## src/rtl/fetch_unit.sv

```systemverilog
// Instruction fetch unit: one outstanding IMEM read at a time feeding a 2-entry instruction buffer.
// Define FETCH_MISALIGN_CHK_EN to reject misaligned redirect targets instead of force-aligning them.
module fetch_unit #(
    parameter logic [31:0] RESET_PC = 32'h0000_0000
) (
    input  logic        clk,
    input  logic        rst_n,
    output logic        imem_req,
    output logic [31:0] imem_addr,
    input  logic        imem_rvalid,
    input  logic [31:0] imem_rdata,
    input  logic        pcsrc,
    input  logic [31:0] pctarget,
    output logic        instr_valid,
    output logic [31:0] instr,
    output logic [31:0] instr_pc,
    input  logic        instr_ready,
    output logic        fetch_misalign
);
    localparam int unsigned XLEN = 32;
    localparam logic [XLEN-1:0] NOP = 32'h0000_0013;

    typedef enum logic [1:0] {IDLE, ISSUE, WAIT, KILL} state_t;

    state_t          state;
    state_t          state_nxt;
    logic [XLEN-1:0] pc;
    logic [XLEN-1:0] req_addr;
    logic [XLEN-1:0] buf_instr [2];
    logic [XLEN-1:0] buf_pc    [2];
    logic            rd_ptr;
    logic            wr_ptr;
    logic [1:0]      count;

    logic [XLEN-1:0] target_c;
    logic            redirect_c;
    logic            misalign_c;
    logic            issue_c;
    logic            push_c;
    logic            pop_c;

    // Redirect qualification; IDLE never honours a redirect
`ifdef FETCH_MISALIGN_CHK_EN
    assign misalign_c = pcsrc && (state != IDLE) && (pctarget[1:0] != 2'b00);
    assign redirect_c = pcsrc && (state != IDLE) && (pctarget[1:0] == 2'b00);
    assign target_c   = pctarget;
`else
    assign misalign_c = 1'b0;
    assign redirect_c = pcsrc && (state != IDLE);
    assign target_c   = pctarget & ~XLEN'(3);
`endif

    assign issue_c = (state == ISSUE) && (count < 2'd2) && !redirect_c;
    assign push_c  = (state == WAIT) && imem_rvalid && !redirect_c;
    assign pop_c   = instr_valid && instr_ready && !redirect_c;

    // State register
    always_ff @(posedge clk or negedge rst_n) begin
        if (!rst_n) begin
            state <= IDLE;
        end else begin
            state <= state_nxt;
        end
    end

    // Next-state logic; a response seen in KILL retires the killed request
    always_comb begin
        state_nxt = state;
        case (state)
            IDLE:    state_nxt = ISSUE;
            ISSUE:   if (issue_c) state_nxt = WAIT;
            WAIT: begin
                if (imem_rvalid) begin
                    state_nxt = ISSUE;
                end else if (redirect_c) begin
                    state_nxt = KILL;
                end
            end
            KILL:    if (imem_rvalid) state_nxt = ISSUE;
            default: state_nxt = IDLE;
        endcase
    end

    // Outputs
    always_comb begin
        imem_req    = issue_c;
        imem_addr   = issue_c ? pc : '0;
        instr_valid = (count != 2'd0);
        instr       = instr_valid ? buf_instr[rd_ptr] : NOP;
        instr_pc    = instr_valid ? buf_pc[rd_ptr] : '0;
    end

    // PC, instruction buffer and misalign pulse
    always_ff @(posedge clk or negedge rst_n) begin
        if (!rst_n) begin
            pc             <= RESET_PC;
            req_addr       <= '0;
            buf_instr[0]   <= '0;
            buf_instr[1]   <= '0;
            buf_pc[0]      <= '0;
            buf_pc[1]      <= '0;
            rd_ptr         <= 1'b0;
            wr_ptr         <= 1'b0;
            count          <= 2'd0;
            fetch_misalign <= 1'b0;
        end else begin
            fetch_misalign <= misalign_c;
            if (redirect_c) begin
                pc <= target_c;
            end else if (issue_c) begin
                pc       <= pc + XLEN'(4);
                req_addr <= pc;
            end
            if (redirect_c) begin
                rd_ptr <= 1'b0;
                wr_ptr <= 1'b0;
                count  <= 2'd0;
            end else begin
                if (push_c) begin
                    buf_instr[wr_ptr] <= imem_rdata;
                    buf_pc[wr_ptr]    <= req_addr;
                    wr_ptr            <= ~wr_ptr;
                end
                if (pop_c) begin
                    rd_ptr <= ~rd_ptr;
                end
                count <= count + 2'(push_c) - 2'(pop_c);
            end
        end
    end
endmodule

```

## config.mk

```make
export PLATFORM = sky130hd
export DESIGN_NAME = fetch_unit
export DESIGN_NICKNAME = d
export VERILOG_FILES = /design/src/rtl/fetch_unit.sv
export SDC_FILE = /design/constraint.sdc
export NUM_CORES = 1
export LEC_CHECK = 0
export CORE_MARGIN = 2
export CORE_UTILIZATION = 25
export DETAILED_ROUTE_END_ITERATION = 6
export PLACE_DENSITY = 0.44
export SLEW_MARGIN = 10
export SYNTH_ARGS = -nofsm -noshare
export SYNTH_HDL_FRONTEND = slang
export SYNTH_SLANG_ARGS = --single-unit
```

## constraint.sdc

```tcl
create_clock -name clk -period 4.1 [get_ports clk]
set_input_delay 1.025 -clock clk [delete_from_list [all_inputs] [get_ports clk]]
set_output_delay 1.025 -clock clk [all_outputs]
set_load 0.02 [all_outputs]
```

; ---- Word-level counts from Yosys, hierarchy flattened
; Index checks and enable logic that the tools add are counted.
[totals]
reg_bits = 198
input_bits = 69
output_inout_bits = 99
wordCells = 71
[op_classes]
add_sub_neg = 3
order_cmp = 4
n_eq_ne = 6
mux = 25
bitwise = 5
reduce_logical = 18
[op_table]
columns = cell, n
row1 = 32-bit 2-to-1 mux, 12
row2 = 64-bit bitwise mux, 2
row3 = "32-bit by 3-bit adder with 32-bit output, second input constant", 1
row4 = 32-bit demux with 1-bit select, 1
row5 = 2-bit 2-to-1 mux, 5
row6 = 2-bit nonzero test, 5
row7 = 1-bit logical AND, 8
row8 = 2-bit case mux with 4 select lines, 1
row9 = "2-bit equality test, second input constant", 2
row10 = "2-bit greater-or-equal comparator, second input constant", 2
row11 = 1-bit 2-to-1 mux, 4
row12 = "2-bit != test, second input constant", 2
row13 = 1-bit inverter with 2-bit output, 2
row14 = 2-bit AND reduction, 2
row15 = "3-bit != test, second input constant", 1
row16 = 1-bit inverter, 3
row17 = 3-bit AND reduction, 1
row18 = 2-bit by 1-bit adder with 2-bit output, 1
row19 = "2-bit by 1-bit equality test with 1-bit output, second input constant", 1
row20 = 2-bit zero test, 1
row21 = "2-bit by 1-bit < comparator with 1-bit output, second input constant", 1
row22 = "2-bit < comparator, second input constant", 1
row23 = 2-bit by 1-bit subtractor with 2-bit output, 1
row24 = 1-bit zero test, 1

; ---- Logic depth before layout (Yosys ltp)
[logic_depth]
ltp_word = 7
depth_mapped = 11
ltp_nobuf = 10

; ---- Worst setup path before layout
; No wires, ideal clock.
[synth_timing]
path_kind = input to output
from = input port pcsrc
to = output port imem_addr[26]
arrival_ps = 1942
required_time_ps = 3075
setup_slack_ps = 1133
cell_stages = 4
n_path_buf = 2
cell_sequence = nand2b_1 -> clkbuf_1 -> clkbuf_1 -> and3_1
[synth_via]
elab_chain_cells = 4
[synth_lines]
columns = item, line_no
row1 = from (decl), 12  ; input logic pcsrc,
row2 = 1-bit logical AND, 49  ; assign redirect_c = pcsrc && (state != IDLE);
row3 = 1-bit zero test, 53  ; assign issue_c = (state == ISSUE) && (count < 2'd2) && !redirect_c;
row4 = 1-bit logical AND, 53
row5 = 32-bit 2-to-1 mux, 87  ; imem_addr = issue_c ? pc : '0;
row6 = to (decl), 9  ; output logic [31:0] imem_addr,
; Every way passes these cells.

; ---- Worst setup path after layout
[layout_timing]
from = input port pcsrc
to = output port imem_addr[27]
; The elaborated chain is that of the path after synthesis.

==> metrics.json <==
{
  "run_status": {
    "outcome": "finished clean"
  },
  "route": {
    "num_vias": 6265,
    "drt.antenna.violating_nets": 0,
    "route.final.wire_length_um": 24290,
    "initialDrtViolationCount": 269,
    "drt_pass1_iterations": 6,
    "remaining_drc_errors": 0,
    "via_per_instance_ratio": 4.590,
    "drt-wirelength-per-cell_um": 17.79
  },
  "floorplanning": {
    "fp.coreArea_um2": 35400,
    "floorplan.initialDensity_pct": 25.32,
    "chipHeight_um": 193.3,
    "fp.dieArea_um2": 37380,
    "num_rows": 69,
    "die_w_um": 193.3,
    "ioPinCount": 168
  },
  "yosys": {
    "yosysWarnings": 0,
    "post_synth.cell_area_avg_um2": 11.98,
    "synth_largest_type_area_fraction_pct": 53.05,
    "synth_area_leaders": "dfrtp_1 53%, mux2_2 19%, mux2i_1 7.3%",
    "ys_seq_elements": 190,
    "postSynth.topFlopCell": "dfrtp_1",
    "synth.distinct_cells": 33,
    "ys_seq_area_share_pct": 53.05,
    "edff_count_synth": 0,
    "async_reset_ff_share_pct": 100.0,
    "synthMostInstantiatedCell": "dfrtp_1",
    "syn_inst": 748,
    "synth.cell_area_um2": 8962,
    "post_synth_most_frequent_cells": "190 x dfrtp_1, 154 x mux2_2, 84 x nor2_1, 65 x mux2i_1, 38 x clkbuf_1",
    "yosys.area.top_type": "dfrtp_1"
  },
  "critical_path": {
    "start_kind": "input pin",
    "critical_path.endpoint_type": "output pin",
    "endpoint_of_the_worst_register_to_register_path": "pc[25]$_DFFE_PN0P_",
    "critical_path.reg2reg.startpoint": "state[1]$_DFFE_PN0P_",
    "crit_arrival_ns": 2.70,
    "reg2reg_setup_slack_ns": 1.29,
    "timing.reg2reg.worst_path_depth": 6,
    "path_max_fanout": 60,
    "timing.setup.critical_path_class": "input pin to output pin",
    "required_ns": 3.07
  },
  "cells_and_area": {
    "stdcell_area_um2": 11720,
    "ratio_of_cells_with_drive_above_1_in_the_final_layout_pct": 23.45,
    "fillers": 3623,
    "areaGrowthSynthToFinish_pct": 30.81,
    "final_net_count": 968,
    "antenna-diode-count": 0
  },
  "timing": {
    "timing_worst_slew_pin_value_ns": 0.7673,
    "fin_crit_sh_pct": 90.80,
    "max_freq_mhz": 268.6,
    "max_slew_margin_pct": 48.85,
    "final-setup-viol-count": 0,
    "hold_violations": 0,
    "fin_tns_setup_ns": 0,
    "rsz0062_at_grt": "false",
    "slew_violations": 0,
    "min_period_ns": 3.723,
    "final.setup_skew_ns": 0.01254
  },
  "clock_network": {
    "postCtsSetupBuffers": 0,
    "cts-buffers-inserted": 17,
    "cts_hold_repair.buffers": 0,
    "ctsHtreeMaxLevel": 4,
    "clock-root-buffer": "clkbuf_16",
    "clock_insertion_delay_worst_skew_ns": 0.45,
    "clk_transition_reported_paths_ns": 0.07,
    "clock_tree_from_tritoncts": "built",
    "cts.path.max_buffers": 2,
    "cts.sinks": 190,
    "cts_resized": 0
  },
  "placement": {
    "numPortBuffers": 160,
    "hpwlAfterDp_um": 15410,
    "gpl.final_weighted_congestion": 0.7066,
    "post_dp_cell_area_um2": 11140
  },
  "power": {
    "power.leakage_uw": 0.004934,
    "irDropWorstVdd_mv": 0.3027,
    "total_power_uw": 9315,
    "pwr_density_cell_nw_per_um2": 794.5
  },
  "global_routing": {
    "first_global_vias": 6422,
    "gr-total-overflow": 0,
    "grt_max_degree": 89,
    "track_usage_pct": 13.29,
    "initial_antenna_violation_count": 1,
    "grt_first_pass_wirelength_um": 38520
  },
  "hold_path": {
    "min-delay-path-class": "register to register",
    "min_from": "buf_instr[23]$_DFFE_PN0P_",
    "holdPathStages": 1,
    "hold_end": "buf_instr[23]$_DFFE_PN0P_"
  },
  "run": {
    "drv.max_cap_violation_count": 0
  }
}
==> cell usage in the layout, fill, tap and decap left out, drive strengths merged <==
cell           count
nand3             10
nor2b              3
xor2               5
inv                9
and3              33
nor2              84
clkinvlp           4
mux2i             65
or3                2
nand2             29
o31ai             16
o21ai             17
nand2b             1
clkinv             5
and4               3
nor4               4
xnor2             11
a31oi             17
clkbuf            20
buf               17
nand4              8
nor3               2
conb               5
nand3b             1
ha                 8
and2               2
a21oi              1
bufinv             2
dfrtp            190
clkdlybuf4s50    158
or4               17
nand4b             1
mux2             154
==> per-stage QoR <==
stage | std cells | utilization (%) | setup WS, ns | hold WS [ns]
final | 1365 | 33.12 | 0.3771 | 0.5049
after CTS | 1365 | 33.12 | 0.3466 | 0.5096
after detailed placement | 1333 | 31.47 | 0.3556 | 0.4934
after global routing | 1365 | 33.12 | 0.2910 | 0.5191
after global placement | 1333 | 31.47 | 0.3685 | 0.4869
after floorplan | 752 | - | 1.133 | 0.4792
==> final cells by class <==
class / count / area, µm² / share of cell area, %
clock buffers: 19 / 442.9 / 3.778
inverters: 7 / 26.28 / 0.2241
multi-input cells: 499 / 3981 / 33.96
flip-flops and latches: 190 / 4758 / 40.59
clock inverters: 13 / 140.1 / 1.195
well taps: 461 / 576.8 / 4.920
repair buffers: 176 / 1798 / 15.34
==> how the worst max path moves through the flow <==
| stage | to | slack [ns] | start |
|---|---|---|---|
| 3_3_place_gp | imem_addr[12] | 0.37 | pcsrc |
| 3_5_place_dp | imem_addr[27] | 0.36 | pcsrc |
| 5_1_grt | imem_addr[14] | 0.29 | pcsrc |
| 4_1_cts | imem_addr[14] | 0.35 | pcsrc |
| 2_1_floorplan | imem_addr[26] | 1.13 | pcsrc |
| 6_report | imem_addr[27] | 0.38 | pcsrc |
==> critical path, stage by stage <==
cell             delay, ns
clkdlybuf4s50_1       0.46
nand2b_2              0.12
buf_12                0.23
and3_1                0.20
clkdlybuf4s50_1       0.60
==> sequential cells by signal, summed over array words and instances (netlist names) <==
name       flops
state          2
pc            30
req_addr      30
buf_instr     64
count          2
rd_ptr         1
wr_ptr         1
buf_pc        60
==> cells by family (layout without fill, tap and decap cells) <==
| group | count (synthesis) | count (layout) | synth area share, % |
|---|---|---|---|
| AOI/OAI and AO/OA | 51 | 51 | 3.532 |
| xor gates and xnor gates | 16 | 16 | 1.564 |
| adders and majority gates | 8 | 8 | 1.117 |
| buffers and inverters | 63 | 215 | 2.960 |
| DFF | 190 | 190 | 53.05 |
| muxes | 219 | 219 | 26.61 |
| other | 1 | 5 | 0.04184 |
| and+or+nand+nor | 200 | 200 | 11.13 |
==> layer usage <==
layer	track usage [%]	wire length, µm	up-vias
li1	-	-	2949
met1	18.66	12030	3170
met2	20.57	11180	129
met3	2.755	770	17
met4	4.015	303	0
met5	0	0	-
==> power breakdown <==
group	internal [µW]	total, µW	switching [µW]
logic	2100	4190	2090
clock network	917	1680	765
registers	2750	3440	689
total	5770	9310	3540
Power figures use the tool's default switching activity.
